$ cat config.mk
export PLATFORM = sky130hd
export DESIGN_NAME = keypad_scanner
export DESIGN_NICKNAME = d
export VERILOG_FILES = /design/src/rtl/keypad_scanner.sv
export SDC_FILE = /design/constraint.sdc
export NUM_CORES = 1
export LEC_CHECK = 0
export ABC_CLOCK_PERIOD_IN_PS = 4250
export CORE_MARGIN = 8
export CORE_UTILIZATION = 58
export CTS_CLUSTER_DIAMETER = 100
export DETAILED_ROUTE_END_ITERATION = 16
export PLACE_DENSITY = 0.79
export SKIP_LAST_GASP = 1
export SYNTH_ARGS = -nofsm -noshare
export SYNTH_HDL_FRONTEND = slang
export SYNTH_SLANG_ARGS = --single-unit
$ cat constraint.sdc
create_clock -name i_clk -period 4.25 [get_ports i_clk]
set_input_delay 0.85 -clock i_clk [delete_from_list [all_inputs] [get_ports i_clk]]
set_output_delay 0.85 -clock i_clk [all_outputs]
set_load 0.03 [all_outputs]
$ cat src/rtl/keypad_scanner.sv
// 4x4 matrix keypad scanner: drives columns one-hot low, classifies each full
// scan frame, and debounces presses/releases into a 4-bit key code with a strobe.
module keypad_scanner #(
  parameter int SCAN_DIV     = 1000,
  parameter int DEBOUNCE_CNT = 8
) (
  input  logic       i_clk,
  input  logic       i_reset_n,
  input  logic [3:0] i_row,
  output logic [3:0] o_col,
  output logic [3:0] o_key,
  output logic       o_valid,
  output logic       o_pressed
);

  localparam int DW = (SCAN_DIV > 1) ? $clog2(SCAN_DIV) : 1;
  localparam int CW = $clog2(DEBOUNCE_CNT + 1);
  localparam logic [DW-1:0] DWELL_MAX = DW'(SCAN_DIV - 1);
  localparam logic [CW-1:0] CNT_TGT   = CW'(DEBOUNCE_CNT);
  localparam logic [CW-1:0] CNT_ONE   = CW'(1);

  typedef enum logic [1:0] {
    IDLE     = 2'd0,
    PRESS_DB = 2'd1,
    HELD     = 2'd2,
    REL_DB   = 2'd3
  } state_t;

  function automatic logic [2:0] count_low(input logic [3:0] rows);
    logic [3:0] low;
    low = ~rows;
    return {2'b00, low[0]} + {2'b00, low[1]} + {2'b00, low[2]} + {2'b00, low[3]};
  endfunction

  function automatic logic [1:0] low_index(input logic [3:0] rows);
    logic [1:0] idx;
    if (!rows[0]) idx = 2'd0;
    else if (!rows[1]) idx = 2'd1;
    else if (!rows[2]) idx = 2'd2;
    else idx = 2'd3;
    return idx;
  endfunction

  logic [3:0]    row_meta_r, row_sync_r;
  logic [1:0]    col_idx_r;
  logic [DW-1:0] dwell_r;
  logic [3:0]    col_r;
  logic [1:0]    frame_cnt_r;
  logic [3:0]    frame_code_r;
  state_t        state_r, state_next_s;
  logic [3:0]    cand_r, cand_next_s;
  logic [CW-1:0] cnt_r, cnt_next_s;
  logic [3:0]    key_r, key_next_s;
  logic          valid_r, valid_next_s;
  logic          pressed_r, pressed_next_s;

  logic          sample_s, frame_done_s;
  logic [1:0]    col_next_s;
  logic [2:0]    lows_s, frame_sum_s;
  logic [1:0]    acc_base_s, frame_cnt_next_s;
  logic [3:0]    frame_code_next_s;
  logic          res_key_s, res_none_s;

  assign sample_s     = (dwell_r == DWELL_MAX);
  assign frame_done_s = sample_s && (col_idx_r == 2'd3);
  assign col_next_s   = col_idx_r + 2'd1;
  assign lows_s       = count_low(row_sync_r);
  // Column 0 starts a fresh frame; the contact count saturates at 2 (MULTI).
  assign acc_base_s   = (col_idx_r == 2'd0) ? 2'd0 : frame_cnt_r;
  assign frame_sum_s  = {1'b0, acc_base_s} + lows_s;
  assign frame_cnt_next_s  = (frame_sum_s >= 3'd2) ? 2'd2 : frame_sum_s[1:0];
  assign frame_code_next_s = (lows_s == 3'd1) ? {low_index(row_sync_r), col_idx_r} :
                             ((col_idx_r == 2'd0) ? 4'd0 : frame_code_r);
  assign res_key_s  = (frame_cnt_next_s == 2'd1);
  assign res_none_s = (frame_cnt_next_s == 2'd0);

  // Row synchronizer, column scan and per-frame contact accumulation.
  always_ff @(posedge i_clk or negedge i_reset_n) begin
    if (!i_reset_n) begin
      row_meta_r   <= 4'b1111;
      row_sync_r   <= 4'b1111;
      col_idx_r    <= 2'd0;
      dwell_r      <= '0;
      col_r        <= 4'b1110;
      frame_cnt_r  <= 2'd0;
      frame_code_r <= 4'd0;
    end else begin
      row_meta_r <= i_row;
      row_sync_r <= row_meta_r;
      if (sample_s) begin
        dwell_r      <= '0;
        col_idx_r    <= col_next_s;
        col_r        <= ~(4'b0001 << col_next_s);
        frame_cnt_r  <= frame_cnt_next_s;
        frame_code_r <= frame_code_next_s;
      end else begin
        dwell_r <= dwell_r + DW'(1);
      end
    end
  end

  // Debounce FSM state and registered outputs.
  always_ff @(posedge i_clk or negedge i_reset_n) begin
    if (!i_reset_n) begin
      state_r   <= IDLE;
      cand_r    <= 4'd0;
      cnt_r     <= '0;
      key_r     <= 4'd0;
      valid_r   <= 1'b0;
      pressed_r <= 1'b0;
    end else begin
      state_r   <= state_next_s;
      cand_r    <= cand_next_s;
      cnt_r     <= cnt_next_s;
      key_r     <= key_next_s;
      valid_r   <= valid_next_s;
      pressed_r <= pressed_next_s;
    end
  end

  // Debounce FSM next state; only advances on frame completion.
  always_comb begin
    state_next_s   = state_r;
    cand_next_s    = cand_r;
    cnt_next_s     = cnt_r;
    key_next_s     = key_r;
    valid_next_s   = 1'b0;
    pressed_next_s = pressed_r;
    if (frame_done_s) begin
      case (state_r)
        IDLE: begin
          if (res_key_s) begin
            state_next_s = PRESS_DB;
            cand_next_s  = frame_code_next_s;
            cnt_next_s   = CNT_ONE;
          end else begin
            state_next_s = IDLE;
          end
        end
        PRESS_DB: begin
          if (res_key_s && (frame_code_next_s == cand_r)) begin
            if (cnt_r + CNT_ONE == CNT_TGT) begin
              state_next_s   = HELD;
              key_next_s     = cand_r;
              valid_next_s   = 1'b1;
              pressed_next_s = 1'b1;
            end else begin
              cnt_next_s = cnt_r + CNT_ONE;
            end
          end else if (res_key_s) begin
            cand_next_s = frame_code_next_s;
            cnt_next_s  = CNT_ONE;
          end else begin
            state_next_s = IDLE;
          end
        end
        HELD: begin
          if (res_none_s) begin
            state_next_s = REL_DB;
            cnt_next_s   = CNT_ONE;
          end else begin
            state_next_s = HELD;
          end
        end
        REL_DB: begin
          if (res_none_s) begin
            if (cnt_r + CNT_ONE == CNT_TGT) begin
              state_next_s   = IDLE;
              pressed_next_s = 1'b0;
            end else begin
              cnt_next_s = cnt_r + CNT_ONE;
            end
          end else begin
            state_next_s = HELD;
          end
        end
        default: begin
          state_next_s = IDLE;
        end
      endcase
    end else begin
      state_next_s = state_r;
    end
  end

  assign o_col     = col_r;
  assign o_key     = key_r;
  assign o_valid   = valid_r;
  assign o_pressed = pressed_r;

endmodule

==> impl_metrics.py, run 1 <==
metrics = {
    "run_status": {
        "status": "complete, no violations",
    },
    "worst_setup_path": {
        "start_kind": "flip-flop",
        "cpPeakStageDelay_ps": 530,
        "r2r_setup_slack_ps": 490,
        "arrival_ps": 3950,
        "crit_slowest_cell": "or3_1",
        "critPathKind": "flip-flop to flip-flop",
        "required_ps": 4440,
        "path_cells": "fa_1 > inv_1 > ha_1 > ha_1 > fa_1 > xor2_1 > nor2_1 > nand2_1 > or3_1 > nor4_4 > mux2_2",
        "critical_path.max_fanout": 8,
        "critPathCaptureType": "flip-flop",
    },
    "placement": {
        "gp_congestion": 0.879,
        "port-buffer-count": 15,
        "hpwl_mm": 2.97,
        "pre_cts_ws_ps": 499,
    },
    "clocking": {
        "hold_buffers": 0,
        "cts_htree_levels": 2,
        "cts_tree": "done",
        "cts.path.max_buffers": 2,
        "clk_latency_ps": 300,
        "ctsResizeCount": 0,
        "cts_made_buffers": 5,
        "clkTransAtPathRegs_ps": 80,
        "postCtsSetupBuffers": 0,
        "cts-root-buf": "clkbuf_8",
        "cts_sinks": 46,
    },
    "timing": {
        "slew_headroom_pct": 36.1,
        "clock-skew-final_ps": 11.7,
        "finalSetupTns_ps": 0,
        "rsz0062_at_grt": "false",
        "timing.fmax_mhz": 266,
        "period_needed_ps": 3760,
        "setup_viol": 0,
        "period_share_pct": 88.6,
        "worst_slew_pin_slew_ps": 959,
        "finalWorstSetupSlack_ps": 486,
        "timing_max_transition_violations_final": 0,
        "hold_viol": 0,
    },
    "drt": {
        "drt_iter0_drc": 104,
        "wl_met1_mm": 1.99,
        "detail-route-antenna-nets": 0,
        "drt-total-wl_mm": 4.10,
        "highest_layer": "met4",
        "wl_per_cell_um": 14.0,
        "wl_met2_mm": 1.85,
        "dr.pass1.iters": 4,
        "drc": 0,
        "vias_per_cell": 5.62,
        "vias": 1648,
        "wl_met3_um": 197,
    },
    "floorplanning": {
        "start_util_pct": 59.8,
        "die_y_um": 79.8,
        "die_area_sq_mm": 0.00636,
        "row_count": 23,
        "io_pins": 16,
        "die_w_um": 79.8,
        "core_sq_mm": 0.00394,
    },
    "cells_and_area": {
        "finalNetCount": 261,
        "n_fill_cell": 320,
        "final_util_pct": 67.1,
        "area_delta_synth_final_pct": 12.3,
        "drive_above_1_share_pct": 14.4,
        "n_antenna_cell": 0,
    },
    "logic_synthesis": {
        "yosys-top-cells-count": "35 x dfrtp_1, 26 x nand2_1, 18 x nor2_1, 18 x o21ai_0, 12 x nand3_1",
        "yosys_warnings": 0,
        "synthesis.area_sq_mm": 0.00236,
        "synth_top_area_share_pct": 37.2,
        "syn_avg_cell_area_sq_um": 10.5,
        "async_flop_share_pct": 100,
        "ys_ff_latch": 46,
        "synth-edff-count": 0,
        "synth_nets": 243,
        "ys_seq_area_share_pct": 49.4,
        "synth_most_common_cell": "dfrtp_1",
        "synth_top_cell_by_area": "dfrtp_1",
        "synthTopCellsByArea": "dfrtp_1 37%, dfstp_2 12%, ha_1 5.8%",
        "synth_ff_type": "dfrtp_1",
        "ys_types": 47,
        "postSynthCellCount": 224,
    },
    "run": {
        "drv_cap": 0,
    },
    "pwr": {
        "leakage_nw": 1.13,
        "ir_drop_v": 0.000201,
        "power_density_mw_per_mm2": 300,
    },
    "min_path": {
        "hold_class": "flip-flop to flip-flop",
    },
    "global_routing": {
        "grt_usage_pct": 13.9,
        "overflow": 0,
        "grt_pass1_wl_mm": 7.05,
        "grt_max_degree": 47,
        "grt_pass1_vias": 1561,
        "antenna_found_initial": 0,
    },
}
==> metal layers <==
layer,up-vias,global-route usage (%)
li1,809,-
met1,802,18.2
met2,31,20.9
met3,6,4.62
met4,0,5.64
met5,-,0
==> cell usage in the layout (no fill, tap or decap), drive strengths merged, types with 4 or more instances in the layout <==
master / count
dfrtp: 35
nand2: 27
nor2: 18
o21ai: 18
clkdlybuf4s50: 14
nand3: 12
ha: 11
dfstp: 11
inv: 9
xor2: 9
a21oi: 8
clkbuf: 8
nor2b: 6
xnor2: 6
mux2: 5
nor3: 4
nor4: 4
==> cell type report <==
type | instances | area, sq um | area share (%)
Clock buffer | 8 | 90.1 | 3.40
Inverter | 9 | 33.8 | 1.28
Multi-Input combinational cell | 163 | 1130 | 42.9
Sequential cell | 46 | 1160 | 44.0
Tap cell | 50 | 62.6 | 2.36
Timing Repair Buffer | 17 | 160 | 6.05
==> report_power, final <==
part / leakage [nW] / internal, mW / total, mW / switching [mW]
logic: 0.498 / 0.0284 / 0.0759 / 0.0475
registers: 0.590 / 0.444 / 0.447 / 0.00212
clock network: 0.0455 / 0.133 / 0.270 / 0.137
==> registers in the layout, summed over array words and instances, names as in the netlist <==
name	flops
cand_r	4
cnt_r	4
col_idx_r	2
dwell_r	10
frame_cnt_r	2
frame_code_r	4
o_col	4
o_key	4
o_pressed	1
o_valid	1
row_meta_r	4
row_sync_r	4
state_r	2
==> path summary, 6_finish.rpt <==
check	startpoint	endpoint	depth (start not counted)
max	row_sync_r[0]	o_key[1]	11
min	row_meta_r[0]	row_sync_r[0]	0
max reg2reg	row_sync_r[0]	o_key[1]	11
min reg2reg	row_meta_r[0]	row_sync_r[0]	0
max in group asynchronous	i_reset_n	frame_code_r[0]	1
min in group asynchronous	i_reset_n	cnt_r[0]	1
==> critical path: cells and delay by family (launching register included) <==
| family | cells | cell delay (ps) |
|---|---|---|
| AND/OR/NAND/NOR | 4 | 1250 |
| flip-flops | 1 | 390 |
| multiplexers | 1 | 380 |
| XOR/XNOR | 1 | 180 |
| buffers and inverters | 1 | 40 |
| adder cells (fa/ha/maj) | 4 | 1420 |
==> per-stage QoR <==
stage	power (mW)	cell area, sq um	std cells	hold slack [ps]
2_1_floorplan	0.509	2360	224	345
3_3_place_gp	0.529	2560	285	346
3_5_place_dp	0.530	2560	285	348
4_1_cts	0.801	2650	293	359
5_1_grt	0.832	2650	293	361
6_report	0.793	2650	293	357
==> cells by family (layout without fill, tap and decap cells) <==
logic type / Yosys count / in the layout / share of synthesized area (%)
xor+xnor: 15 / 15 / 5.57
flops: 46 / 46 / 49.4
fa+ha+maj: 13 / 13 / 7.54
simple gates: 87 / 87 / 18.8
buf+inv: 15 / 34 / 2.71
mux: 8 / 8 / 4.19
compound gates: 40 / 40 / 11.7
(Power assumes the default switching activity.)
==> run 2, diff against run 1 <==
CAP_MARGIN = 5   (was not set)
TNS_END_PERCENT = 1   (was not set)
==> results of run 2 <==
No change in the layout: final DEF, timing and power equal those of run 1.
==> run 3, diff against run 2 <==
SETUP_SLACK_MARGIN = 0.05   (was not set)
==> results of run 3 <==
No change in the layout: final DEF, timing and power equal those of run 1.
==> patch: new RTL, config.mk and constraints of run 2 <==
Register the input `i_row` before use, without a reset. The logic sees it one clock later.
--- a/src/rtl/keypad_scanner.sv
+++ b/src/rtl/keypad_scanner.sv
@@ -26,4 +26,10 @@
     REL_DB   = 2'd3
   } state_t;
+
+  logic [3:0] i_row_q;
+
+  always_ff @(posedge i_clk) begin
+    i_row_q <= i_row;
+  end
 
   function automatic logic [2:0] count_low(input logic [3:0] rows);
@@ -86,5 +92,5 @@
       frame_code_r <= 4'd0;
     end else begin
-      row_meta_r <= i_row;
+      row_meta_r <= i_row_q;
       row_sync_r <= row_meta_r;
       if (sample_s) begin
Behaviour: same outputs for any inputs over 10 cycles, from zero or initial values and one cycle with i_reset_n low; that may be too few to reach the edited logic, so the function may still have changed.
==> patch against run 2 <==
  * Combinational power down 5.8%
  * Sequential cell count rose by 4
  * Highest routed layer unchanged
  * Cell area up 2.0%
  * Via count increased by 0.18%
  * Global-route usage fell by 0.28 points
  * Largest power group unchanged
  * Synthesized cell count did not move
  * Synthesized area grew 1.8%
  * Routed wire length up 1.4%
  * Setup slack gained 0.12 ns
  * Total power rose by 9.5%
==> patch: results (changes against run 2) <==
stage,metric,value,unit,change
final_layout,layout cells sized above 1,0.133,,was 0.144
detailed_routing,DRT iter0 DRCs,75,,was 104
synth,Synth area leaders,"dfrtp_1 (36%), dfstp_2 (12%), ha_1 (5.7%)",,"was dfrtp_1 (37%), dfstp_2 (12%), ha_1 (5.8%)"
final_layout,multi-input logic area,1090,sq um,was 1130 sq um
worst_hold_path,Hold Crit Start,i_row_q[1],,was row_meta_r[0]
power,Clk pwr share,0.357,,was 0.341
final_layout,final-layout clock-cell area share,0.0413,,was 0.0340
global_routing,vias in the first global route,1551,,"was 1,561"
final_layout,FF+latch area,1240,sq um,was 1160 sq um
final_layout,# fillers,291,,was 320
final_layout,bufs w/o clock,16,,was 17
timing,Fin Hold WS,0.297,ns,was 0.357 ns
power,P_seq,0.486,mW,was 0.447 mW
timing,setup slack after layout,0.605,ns,was 0.486 ns
placed_design,gp weighted congestion,0.855,,was 0.879
setup_path,CP max stage cell,fa_1,,was or3_1
global_routing,GRT Util Overall,0.137,,was 0.139
clock_network,H-tree Lvls,2,,unchanged
final_layout,fin nets,259,,was 261
final_layout,multi-input gates,158,,was 163
clock_network,cts repair resizes,0,,unchanged
synth,post-synthesis cell type count,49,,was 47
timing,max_slew headroom,0.343,,was 0.361
global_routing,first-pass GRT wire length,7.02,mm,was 7.05 mm
placed_design,DP Cell Count,283,,was 285
power,leakage power,1.15,nW,was 1.13 nW
worst_hold_path,hold path endpoint,row_meta_r[1],,was row_sync_r[0]
placed_design,"Cell Area, Placed",2590,sq um,was 2560 sq um
power,clock distribution power,0.310,mW,was 0.270 mW
placed_design,HPWL Detailed,3.04,mm,was 2.97 mm
placed_design,DP Worst Slack,0.589,ns,was 0.499 ns
final_layout,# clk buffers,6,,was 8
synth,post-synthesis sequential area ratio,0.519,,was 0.494
power,Worst VDD drop,236,uV,was 201 uV
synth,"FFs w/ async S/R, synth",0.920,,was 1.00
run_status,outcome,completed,,unchanged
setup_path,r2r endpoint,o_key[2],,was o_key[1]
detailed_routing,WL/cell,14.3,microns,was 14.0 microns
final_layout,final sequential cell count,50,,was 46
detailed_routing,routed wire length,4.16,mm,was 4.10 mm
synth,Post-synth top cells,"dfrtp_1 (35), o21ai_0 (19), nand2_1 (17)",,"was dfrtp_1 (35), nand2_1 (26), nor2_1 (18), o21ai_0 (18), nand3_1 (12)"
detailed_routing,vias per std cell,5.67,,was 5.62
power,Sw Pwr,0.203,mW,was 0.187 mW
timing,clk_skew,0.00807,ns,was 0.0117 ns
final_layout,sequential cell area share,0.461,,was 0.440
-- patch: cell count changes in the layout (fill, tap and decap cells not counted), sizes merged, moves of 3 or more --
cell / delta
nor4: -3
nor2b: +3
a31oi: +5
dfxtp: +4
xor2: -3
nand3: -3
nand2: -10
-- patch: cell families (layout without fill, tap and decap cells) --
group / Yosys count / in the layout / synth area share
buffers and inverters: 16 / 33 / 0.0255
and+or+nand+nor: 75 / 75 / 0.172
AOI/OAI and AO/OA: 51 / 51 / 0.134
muxes: 8 / 8 / 0.0355
adders and majority gates: 13 / 13 / 0.0740
xor gates and xnor gates: 11 / 11 / 0.0401
DFF: 50 / 50 / 0.519
-- patch: metal layers --
| layer | share of wire | track usage |
|---|---|---|
| met5 | 0 | 0 |
| met2 | 0.47 | 0.218 |
| met3 | 0.040 | 0.0313 |
| met4 | 0.035 | 0.0727 |
| met1 | 0.46 | 0.168 |
